===== src/rtl/cpu_core.sv =====
// cpu_core: 32-bit multi-cycle core (FETCH -> DECODE -> EXECUTE) executing
// register-register ALU ops, LOADI and HALT over a shared memory bus.
//
// Ports:
//   clk, rst        clock (rising edge), asynchronous active-high reset
//   addr_bus        byte address, always the current PC
//   data_bus        memory data (sampled on fetch, never driven by the core)
//   mem_read        read request, high only in FETCH
//   mem_write       write request, tied 0
//   mem_ready       memory data valid this cycle
//   interrupt_req   ignored; interrupt_ack tied 0
//   io_addr/io_read/io_write tied 0; io_data left high-Z
//   halted          core stopped on HALT
//   user_mode       tied 0 (kernel mode)

// Register file: two combinational read ports, one synchronous write port.
module cpu_reg_file #(
  parameter int unsigned NUM_REGS = 32,
  parameter int unsigned DATA_W   = 32
) (
  input  logic              clk,
  input  logic              rst,
  input  logic [4:0]        rd_addr_a_i,
  input  logic [4:0]        rd_addr_b_i,
  output logic [DATA_W-1:0] rd_data_a_o,
  output logic [DATA_W-1:0] rd_data_b_o,
  input  logic              wr_en_i,
  input  logic [4:0]        wr_addr_i,
  input  logic [DATA_W-1:0] wr_data_i
);

  logic [DATA_W-1:0] registers [0:NUM_REGS-1];

  // R0 is never written, so it holds its reset value of zero.
  always_ff @(posedge clk or posedge rst) begin
    if (rst) begin
      for (int i = 0; i < NUM_REGS; i++) begin
        registers[i] <= '0;
      end
    end else if (wr_en_i && (wr_addr_i != 5'd0)) begin
      registers[wr_addr_i] <= wr_data_i;
    end
  end

  assign rd_data_a_o = (rd_addr_a_i == 5'd0) ? '0 : registers[rd_addr_a_i];
  assign rd_data_b_o = (rd_addr_b_i == 5'd0) ? '0 : registers[rd_addr_b_i];

endmodule

module cpu_core #(
  parameter logic [31:0] RESET_PC = 32'h0000_8000,
  parameter int unsigned NUM_REGS = 32
) (
  input  logic        clk,
  input  logic        rst,
  output logic [31:0] addr_bus,
  inout  logic [31:0] data_bus,
  output logic        mem_read,
  output logic        mem_write,
  input  logic        mem_ready,
  input  logic [7:0]  interrupt_req,
  output logic        interrupt_ack,
  output logic [7:0]  io_addr,
  inout  logic [7:0]  io_data,
  output logic        io_read,
  output logic        io_write,
  output logic        halted,
  output logic        user_mode
);

  localparam int unsigned XLEN = 32;

  localparam logic [5:0] OP_ADD   = 6'h00;
  localparam logic [5:0] OP_SUB   = 6'h01;
  localparam logic [5:0] OP_AND   = 6'h02;
  localparam logic [5:0] OP_OR    = 6'h03;
  localparam logic [5:0] OP_XOR   = 6'h04;
  localparam logic [5:0] OP_NOT   = 6'h05;
  localparam logic [5:0] OP_SHL   = 6'h06;
  localparam logic [5:0] OP_SHR   = 6'h07;
  localparam logic [5:0] OP_MUL   = 6'h08;
  localparam logic [5:0] OP_DIV   = 6'h09;
  localparam logic [5:0] OP_MOD   = 6'h0A;
  localparam logic [5:0] OP_CMP   = 6'h0B;
  localparam logic [5:0] OP_SAR   = 6'h0C;
  localparam logic [5:0] OP_LOADI = 6'h12;
  localparam logic [5:0] OP_HALT  = 6'h3E;

  typedef enum logic [1:0] {
    ST_FETCH,
    ST_DECODE,
    ST_EXECUTE,
    ST_HALT
  } state_e;

  state_e            state_q, state_d;
  logic [XLEN-1:0]   pc_q, pc_d;
  logic [XLEN-1:0]   ir_q, ir_d;
  logic [XLEN-1:0]   op_a_q, op_a_d;
  logic [XLEN-1:0]   op_b_q, op_b_d;
  logic [3:0]        flags_q, flags_d;     // {Z, N, C, V}
  logic              mem_read_q, mem_read_d;
  logic              halted_q, halted_d;

  logic [5:0]        opcode;
  logic [4:0]        rd_idx, rs1_idx, rs2_idx;
  logic [13:0]       imm14;
  logic [XLEN-1:0]   rf_a_c, rf_b_c;
  logic              rf_we_c;

  logic [XLEN:0]     sum_c, diff_c;
  logic [XLEN-1:0]   alu_res_c;
  logic              alu_wr_c, alu_flags_c, alu_carry_c, alu_ovf_c;

  assign opcode  = ir_q[31:26];
  assign rd_idx  = ir_q[23:19];
  assign rs1_idx = ir_q[18:14];
  assign rs2_idx = ir_q[13:9];
  assign imm14   = ir_q[13:0];

  cpu_reg_file #(
    .NUM_REGS (NUM_REGS),
    .DATA_W   (XLEN)
  ) reg_file_inst (
    .clk         (clk),
    .rst         (rst),
    .rd_addr_a_i (rs1_idx),
    .rd_addr_b_i (rs2_idx),
    .rd_data_a_o (rf_a_c),
    .rd_data_b_o (rf_b_c),
    .wr_en_i     (rf_we_c),
    .wr_addr_i   (rd_idx),
    .wr_data_i   (alu_res_c)
  );

  // SUB/CMP carry is the not-borrow: a + ~b + 1.
  assign sum_c  = {1'b0, op_a_q} + {1'b0, op_b_q};
  assign diff_c = {1'b0, op_a_q} + {1'b0, ~op_b_q} + 33'd1;

  // ALU result, write enable and flag-update decision for the latched opcode.
  always_comb begin
    alu_res_c   = '0;
    alu_wr_c    = 1'b0;
    alu_flags_c = 1'b0;
    alu_carry_c = 1'b0;
    alu_ovf_c   = 1'b0;
    case (opcode)
      OP_ADD: begin
        alu_res_c   = sum_c[XLEN-1:0];
        alu_carry_c = sum_c[XLEN];
        alu_ovf_c   = (op_a_q[31] == op_b_q[31]) && (sum_c[31] != op_a_q[31]);
        alu_wr_c    = 1'b1;
        alu_flags_c = 1'b1;
      end
      OP_SUB, OP_CMP: begin
        alu_res_c   = diff_c[XLEN-1:0];
        alu_carry_c = diff_c[XLEN];
        alu_ovf_c   = (op_a_q[31] != op_b_q[31]) && (diff_c[31] != op_a_q[31]);
        alu_wr_c    = (opcode == OP_SUB);
        alu_flags_c = 1'b1;
      end
      OP_AND: begin alu_res_c = op_a_q & op_b_q; alu_wr_c = 1'b1; alu_flags_c = 1'b1; end
      OP_OR:  begin alu_res_c = op_a_q | op_b_q; alu_wr_c = 1'b1; alu_flags_c = 1'b1; end
      OP_XOR: begin alu_res_c = op_a_q ^ op_b_q; alu_wr_c = 1'b1; alu_flags_c = 1'b1; end
      OP_NOT: begin alu_res_c = ~op_a_q;         alu_wr_c = 1'b1; alu_flags_c = 1'b1; end
      OP_SHL: begin
        alu_res_c = op_a_q << op_b_q[4:0]; alu_wr_c = 1'b1; alu_flags_c = 1'b1;
      end
      OP_SHR: begin
        alu_res_c = op_a_q >> op_b_q[4:0]; alu_wr_c = 1'b1; alu_flags_c = 1'b1;
      end
      OP_SAR: begin
        alu_res_c = XLEN'($signed(op_a_q) >>> op_b_q[4:0]); alu_wr_c = 1'b1; alu_flags_c = 1'b1;
      end
      OP_MUL: begin
        alu_res_c = op_a_q * op_b_q; alu_wr_c = 1'b1; alu_flags_c = 1'b1;
      end
      // Divide by zero: quotient saturates to all-ones, remainder is the dividend.
      OP_DIV: begin
        alu_res_c = (op_b_q == '0) ? '1 : (op_a_q / op_b_q); alu_wr_c = 1'b1; alu_flags_c = 1'b1;
      end
      OP_MOD: begin
        alu_res_c = (op_b_q == '0) ? op_a_q : (op_a_q % op_b_q); alu_wr_c = 1'b1; alu_flags_c = 1'b1;
      end
      OP_LOADI: begin
        alu_res_c = XLEN'(imm14); alu_wr_c = 1'b1;
      end
      default: ;
    endcase
  end

  // Next-state and datapath register updates.
  always_comb begin
    state_d = state_q;
    pc_d    = pc_q;
    ir_d    = ir_q;
    op_a_d  = op_a_q;
    op_b_d  = op_b_q;
    flags_d = flags_q;
    rf_we_c = 1'b0;
    case (state_q)
      // The request must be visible on the bus before data is accepted.
      ST_FETCH: begin
        if (mem_read_q && mem_ready) begin
          ir_d    = data_bus;
          state_d = ST_DECODE;
        end
      end
      ST_DECODE: begin
        op_a_d  = rf_a_c;
        op_b_d  = rf_b_c;
        state_d = ST_EXECUTE;
      end
      ST_EXECUTE: begin
        if (opcode == OP_HALT) begin
          state_d = ST_HALT;
        end else begin
          rf_we_c = alu_wr_c;
          if (alu_flags_c) begin
            flags_d = {(alu_res_c == '0), alu_res_c[31], alu_carry_c, alu_ovf_c};
          end
          pc_d    = pc_q + 32'd4;
          state_d = ST_FETCH;
        end
      end
      ST_HALT: state_d = ST_HALT;
      default: state_d = ST_FETCH;
    endcase
    mem_read_d = (state_d == ST_FETCH);
    halted_d   = (state_d == ST_HALT);
  end

  always_ff @(posedge clk or posedge rst) begin
    if (rst) begin
      state_q    <= ST_FETCH;
      pc_q       <= RESET_PC;
      ir_q       <= '0;
      op_a_q     <= '0;
      op_b_q     <= '0;
      flags_q    <= '0;
      mem_read_q <= 1'b0;
      halted_q   <= 1'b0;
    end else begin
      state_q    <= state_d;
      pc_q       <= pc_d;
      ir_q       <= ir_d;
      op_a_q     <= op_a_d;
      op_b_q     <= op_b_d;
      flags_q    <= flags_d;
      mem_read_q <= mem_read_d;
      halted_q   <= halted_d;
    end
  end

  assign addr_bus      = pc_q;
  assign mem_read      = mem_read_q;
  assign halted        = halted_q;
  assign data_bus      = 'z;
  assign mem_write     = 1'b0;
  assign interrupt_ack = 1'b0;
  assign io_addr       = '0;
  assign io_data       = 'z;
  assign io_read       = 1'b0;
  assign io_write      = 1'b0;
  assign user_mode     = 1'b0;

  // Inputs reserved for later revisions.
  logic unused_ok;
  assign unused_ok = ^{interrupt_req, io_data, ir_q[25:24]};

endmodule


===== config.mk =====
export PLATFORM = sky130hd
export DESIGN_NAME = cpu_core
export DESIGN_NICKNAME = d
export VERILOG_FILES = /design/src/rtl/cpu_core.sv
export SDC_FILE = /design/constraint.sdc
export NUM_CORES = 1
export LEC_CHECK = 0
export ABC_CLOCK_PERIOD_IN_PS = 1600
export BUFFER_PORTS_ARGS = -buffer_cell sky130_fd_sc_hd__buf_2
export CAP_MARGIN = 20
export CORE_AREA = 8 8 63 92
export CTS_CLUSTER_SIZE = 30
export DETAILED_ROUTE_END_ITERATION = 10
export DIE_AREA = 0 0 71 100
export PLACE_DENSITY = 0.78
export SLEW_MARGIN = 0
export SYNTH_ARGS = -nofsm -noshare
export SYNTH_HDL_FRONTEND = slang
export SYNTH_SLANG_ARGS = --single-unit

===== constraint.sdc =====
create_clock -name clk -period 1.6 [get_ports clk]
set_input_delay 0.16 -clock clk [delete_from_list [all_inputs] [get_ports clk]]
set_output_delay 0.16 -clock clk [all_outputs]
set_load 0.01 [all_outputs]

After elaboration in Yosys (flattened, before gate mapping)
Cells that the tools add are included.
{"block": "op_classes", "reduce_logical": 5, "n_bitwise": 1, "mux": 3, "n_addsub": 1, "eq_ne": 5}
{"op": "$add A32 B3 Y32 const B", "count": 1}
{"op": "$pmux W2 S4", "count": 1}
{"op": "$eq A2 B2 Y1 const B", "count": 3}
{"op": "$eq A6 B6 Y1 const B", "count": 1}
{"op": "$logic_not A2 Y1", "count": 2}
{"op": "$mux W2", "count": 2}
{"op": "$reduce_and A2 Y1", "count": 2}
{"op": "$eq A2 B1 Y1 const B", "count": 1}
{"op": "$logic_and A1 B1 Y1", "count": 1}
{"op": "$not A1 Y1", "count": 1}
{"block": "totals", "output_inout_bits": 87, "reg_bits": 37, "elab_cells": 20, "input_bits": 11}

Longest topological paths before layout
{"block": "depth", "ltp_word": 4, "ltp_mapped": 6, "ltp_nobuf": 5}

Least setup slack after synthesis
OpenSTA, ideal clock, no wires.
{"block": "synth_timing", "kind": "reg-to-reg", "startpoint": "register pc_q[2] (netlist: addr_bus[2])", "endpoint": "register pc_q[12] (netlist: addr_bus[12])", "t_required_ns": 1.475, "synth_period_minus_slack_ns": 1.500, "arrival_ns": 1.375, "stages_incl_launch_ff": 6, "setup_slack_ns": 0.100, "path_buffers": 0, "setup_time_ns": 0.125, "cell_sequence": "dfrtp_1 -> ha_1 -> nand4b_2 -> nor2_1 -> nand4_1 -> xnor2_1"}
{"block": "synth_between", "elab_chain_cells": 1}
{"item": "start, declared", "line": "97", "rtl": "logic [XLEN-1:0] pc_q, pc_d;"}
{"item": "start signal, assigned", "line": "245", "rtl": "pc_q <= pc_d;"}
{"item": "$add A32 B3 Y32", "line": "222", "rtl": "pc_d = pc_q + 32'd4;"}
Every way passes these cells.
A chain may end at the register's enable or synchronous reset.

Worst setup path in the final report
{"block": "layout_timing", "startpoint": "register pc_q[8] (netlist: addr_bus[8])", "endpoint": "register pc_q[28] (netlist: addr_bus[28])"}
The elaborated chain is that of the path after synthesis.

==> impl_metrics.tcl <==
set metrics [dict create \
    syn_avg_cell_area_um2 10.6 \
    synthToLayoutAreaGrowth_pct 14.1 \
    fillers 427 \
    grt_usage_pct 11.1 \
    max_freq_mhz 674 \
    gp_congestion 0.760 \
    powerDensity_nw_per_um2 1010 \
    r2r_slack_ns 0.12 \
    fin_crit_sh_pct 92.7 \
    rows 30 \
    mappedNetlistArea_um2 1960 \
    ir_worst_vdd_mv 0.699 \
    grt_max_degree 35 \
    antenna_found_initial 0 \
    period_needed_ns 1.48 \
    drive_gt1_share_pct 31.3 \
    cts.path.max_buffers 2 \
    worstHoldPathType "in2reg" \
    drt_first_iter_violations 17 \
    final_antenna_net_count 0 \
    yosysUniqueCellTypes 28 \
    htree_levels 2 \
    whs_path_depth 3 \
    die_w_um 71 \
    worst-endpoint-required_ns 1.81 \
    vias_per_cell 4.51 \
    instances_no_fill 288 \
    antenna_cells 0 \
    fp.dieH_um 100 \
    die_area_um2 7100 \
    hold_viol 0 \
    totalWireLength_um 4070 \
    num_vias 1298 \
    r2r_cells 4 \
    io_pins 98 \
    synth_fa_ha_area_share_pct 0.637 \
    synth_top_area_share_pct 42.0 \
    portBuffers 34 \
    synth_cells 185 \
    multi_input_area_um2 928 \
    dpl.hpwl_um 3020 \
    drc 0 \
    crit_arrival_ns 1.69 \
    coreArea_um2 4430 \
    status "finished, final reports clean" \
    nNetsFinal 251 \
    clock-sinks 34 \
    cts.reportedPaths.clkPinSlew_ns 0.07 \
    grt_overflow 0 \
    cts_buffers 5 \
    power_leakage_uw 0.00128 \
    cp-end-kind "flip-flop" \
    cts-root-buf "clkbuf_8" \
    placedCellCount 276 \
    hold_end "state_q[0]" \
    drv_slew 0 \
    min_from "mem_ready" \
    critPathMaxFanout 5 \
    drv_cap 0 \
    clock_latency_ns 0.29 \
    cpMaxStageDelayCell "dfrtp_1" \
    dpl_cell_area_um2 2070 \
    tns_ns 0 \
    start_util_pct 44.4 \
    skew_ns 0.00682 \
    wl_per_cell_um 14.1 \
    cp_top_family "simple AND/OR/NAND/NOR gates" \
    drt-pass1-iter-count 4 \
    yosys.area_share.simple_pct 19.7 \
    r2r_start "addr_bus[8]" \
    start_kind "flip-flop" \
    ff_latch_area_um2 855 \
    synthXorXnorAreaFrac_pct 12.9 \
    synthMuxAreaShare_pct 0.573 \
    finish.instance_area_um2 2240 \
    path_cells "and4_2, nand4_4, nor4_4, xor2_1" \
    r2r-end "addr_bus[28]" \
    grt_pass1_vias 1422 \
    path_buf_inv 0 \
    yosys.area.top_type "dfrtp_1" \
    cpPeakStageDelay_ns 0.41 \
    synth_compound_area_share_pct 0.382 \
    setup_viol 0 \
    ys_seq_area_share_pct 43.4 \
    tritoncts "built" \
    rsz0062_at_grt "false" \
    ys_ff_latch 34 \
    synth_top_family_by_area "buffers and inverters" \
    grt_pass1_wl_um 6340 \
    ys_warn_count 0 \
    synth.area.top_cells "dfrtp_1 (42%), buf_4 (21%), xnor2_1 (6.7%)" \
    crit_type "reg2reg" \
]
[cells in the mapped netlist]
cell and number:
nor2_1 4, o21bai_1 1, nor4b_2 1, buf_4 56, xor2_1 14, nand3_1 11, clkbuf_1 1, nor4_2 4
inv_1 2, mux2_2 1, or2_2 1, dfrtp_1 33, dfstp_2 1, and4_1 6, nand4b_2 1, and2_1 2
or2_1 1, nand4_1 6, nor2b_1 2, nand3b_1 2, and3_1 2, buf_2 1, conb_1 1, nand4_4 1
nor3_1 6, xnor2_1 15, ha_1 1, nand2_1 8
[worst register-to-register path: stages, from the launching register on]
cell	delay, ns
dfrtp_1	0.41
and4_2	0.32
nand4_4	0.19
nor4_4	0.30
xor2_1	0.19
[report_power, final]
part,internal (uW),switching [uW]
sequential,969,95.0
clock,345,310
combinational,235,310
[through the flow]
step	power, uW	setup WS, ns	hold slack, ns	util (%)
final	2260	0.117	0.156	50.6
after global routing	2420	0.0145	0.157	50.6
after CTS	2260	0.0572	0.152	49.0
after detailed placement	1590	0.0771	0.281	46.6
after global placement	1570	0.133	0.275	46.6
after floorplan	1490	0.100	0.301	-
[how the worst max path moves through the flow]
stage                             from           end  cells after the start  slack (ns)
after floorplan            addr_bus[2]  addr_bus[12]                      5        0.10
after global placement     addr_bus[7]  addr_bus[30]                      4        0.13
after detailed placement   addr_bus[2]  addr_bus[30]                      5        0.08
after CTS                  addr_bus[2]  addr_bus[30]                      5        0.06
after global routing      addr_bus[20]  addr_bus[31]                      5        0.01
final                      addr_bus[8]  addr_bus[28]                      4        0.12
[routing by layer]
layer | global-route usage, % | up-vias | routed length [um]
met4 | 4.51 | 0 | 29
met5 | 0 | - | 0
met3 | 5.79 | 4 | 411
li1 | - | 619 | -
met1 | 10.8 | 606 | 1560
met2 | 19.4 | 69 | 2070
[timing repair]
| action | in CTS | in global routing |
|---|---|---|
| setup endpoints to repair | 0 | 8 |
| gates resized for setup | 0 | 13 |
| buffers inserted | 0 | 2 |
| hold buffers | 1 | 0 |
| endpoints found under the hold margin | 33 | 0 |
[state kept, by name, summed over array words and instances (netlist names)]
register  cells
halted        1
addr_bus     30
state_q       2
mem_read      1
[placed cells by master (no fill, tap or decap), types with 2 or more instances in the layout]
cell type / n
conb_1: 55
buf_2: 34
dfrtp_1: 31
xnor2_1: 15
xor2_1: 14
buf_4: 14
nand3_1: 11
nand2_1: 8
nand4_1: 6
nor3_1: 6
clkbuf_8: 6
nor2_1: 4
and4_1: 3
nand3b_1: 2
and3_1: 2
and4_2: 2
nor2b_1: 2
inv_1: 2
nor4_2: 2
nor4_4: 2
dfrtp_2: 2
[layout make-up]
type                            count  area share, %
Clock inverter                      2          0.558
Sequential cell                    34           38.1
Multi-Input combinational cell    146           41.4
Inverter                            2          0.335
Clock buffer                        6           3.68
Timing Repair Buffer               50           13.2
Tap cell                           48           2.68
[logic make-up after synthesis]
group,after synthesis
AO/OA/AOI/OAI,1
flip-flops,34
AND/OR/NAND/NOR,58
multiplexers,1
adder cells (fa/ha/maj),1
other,1
buffers and inverters,60
XOR/XNOR,29
(Power assumes the default switching activity.)
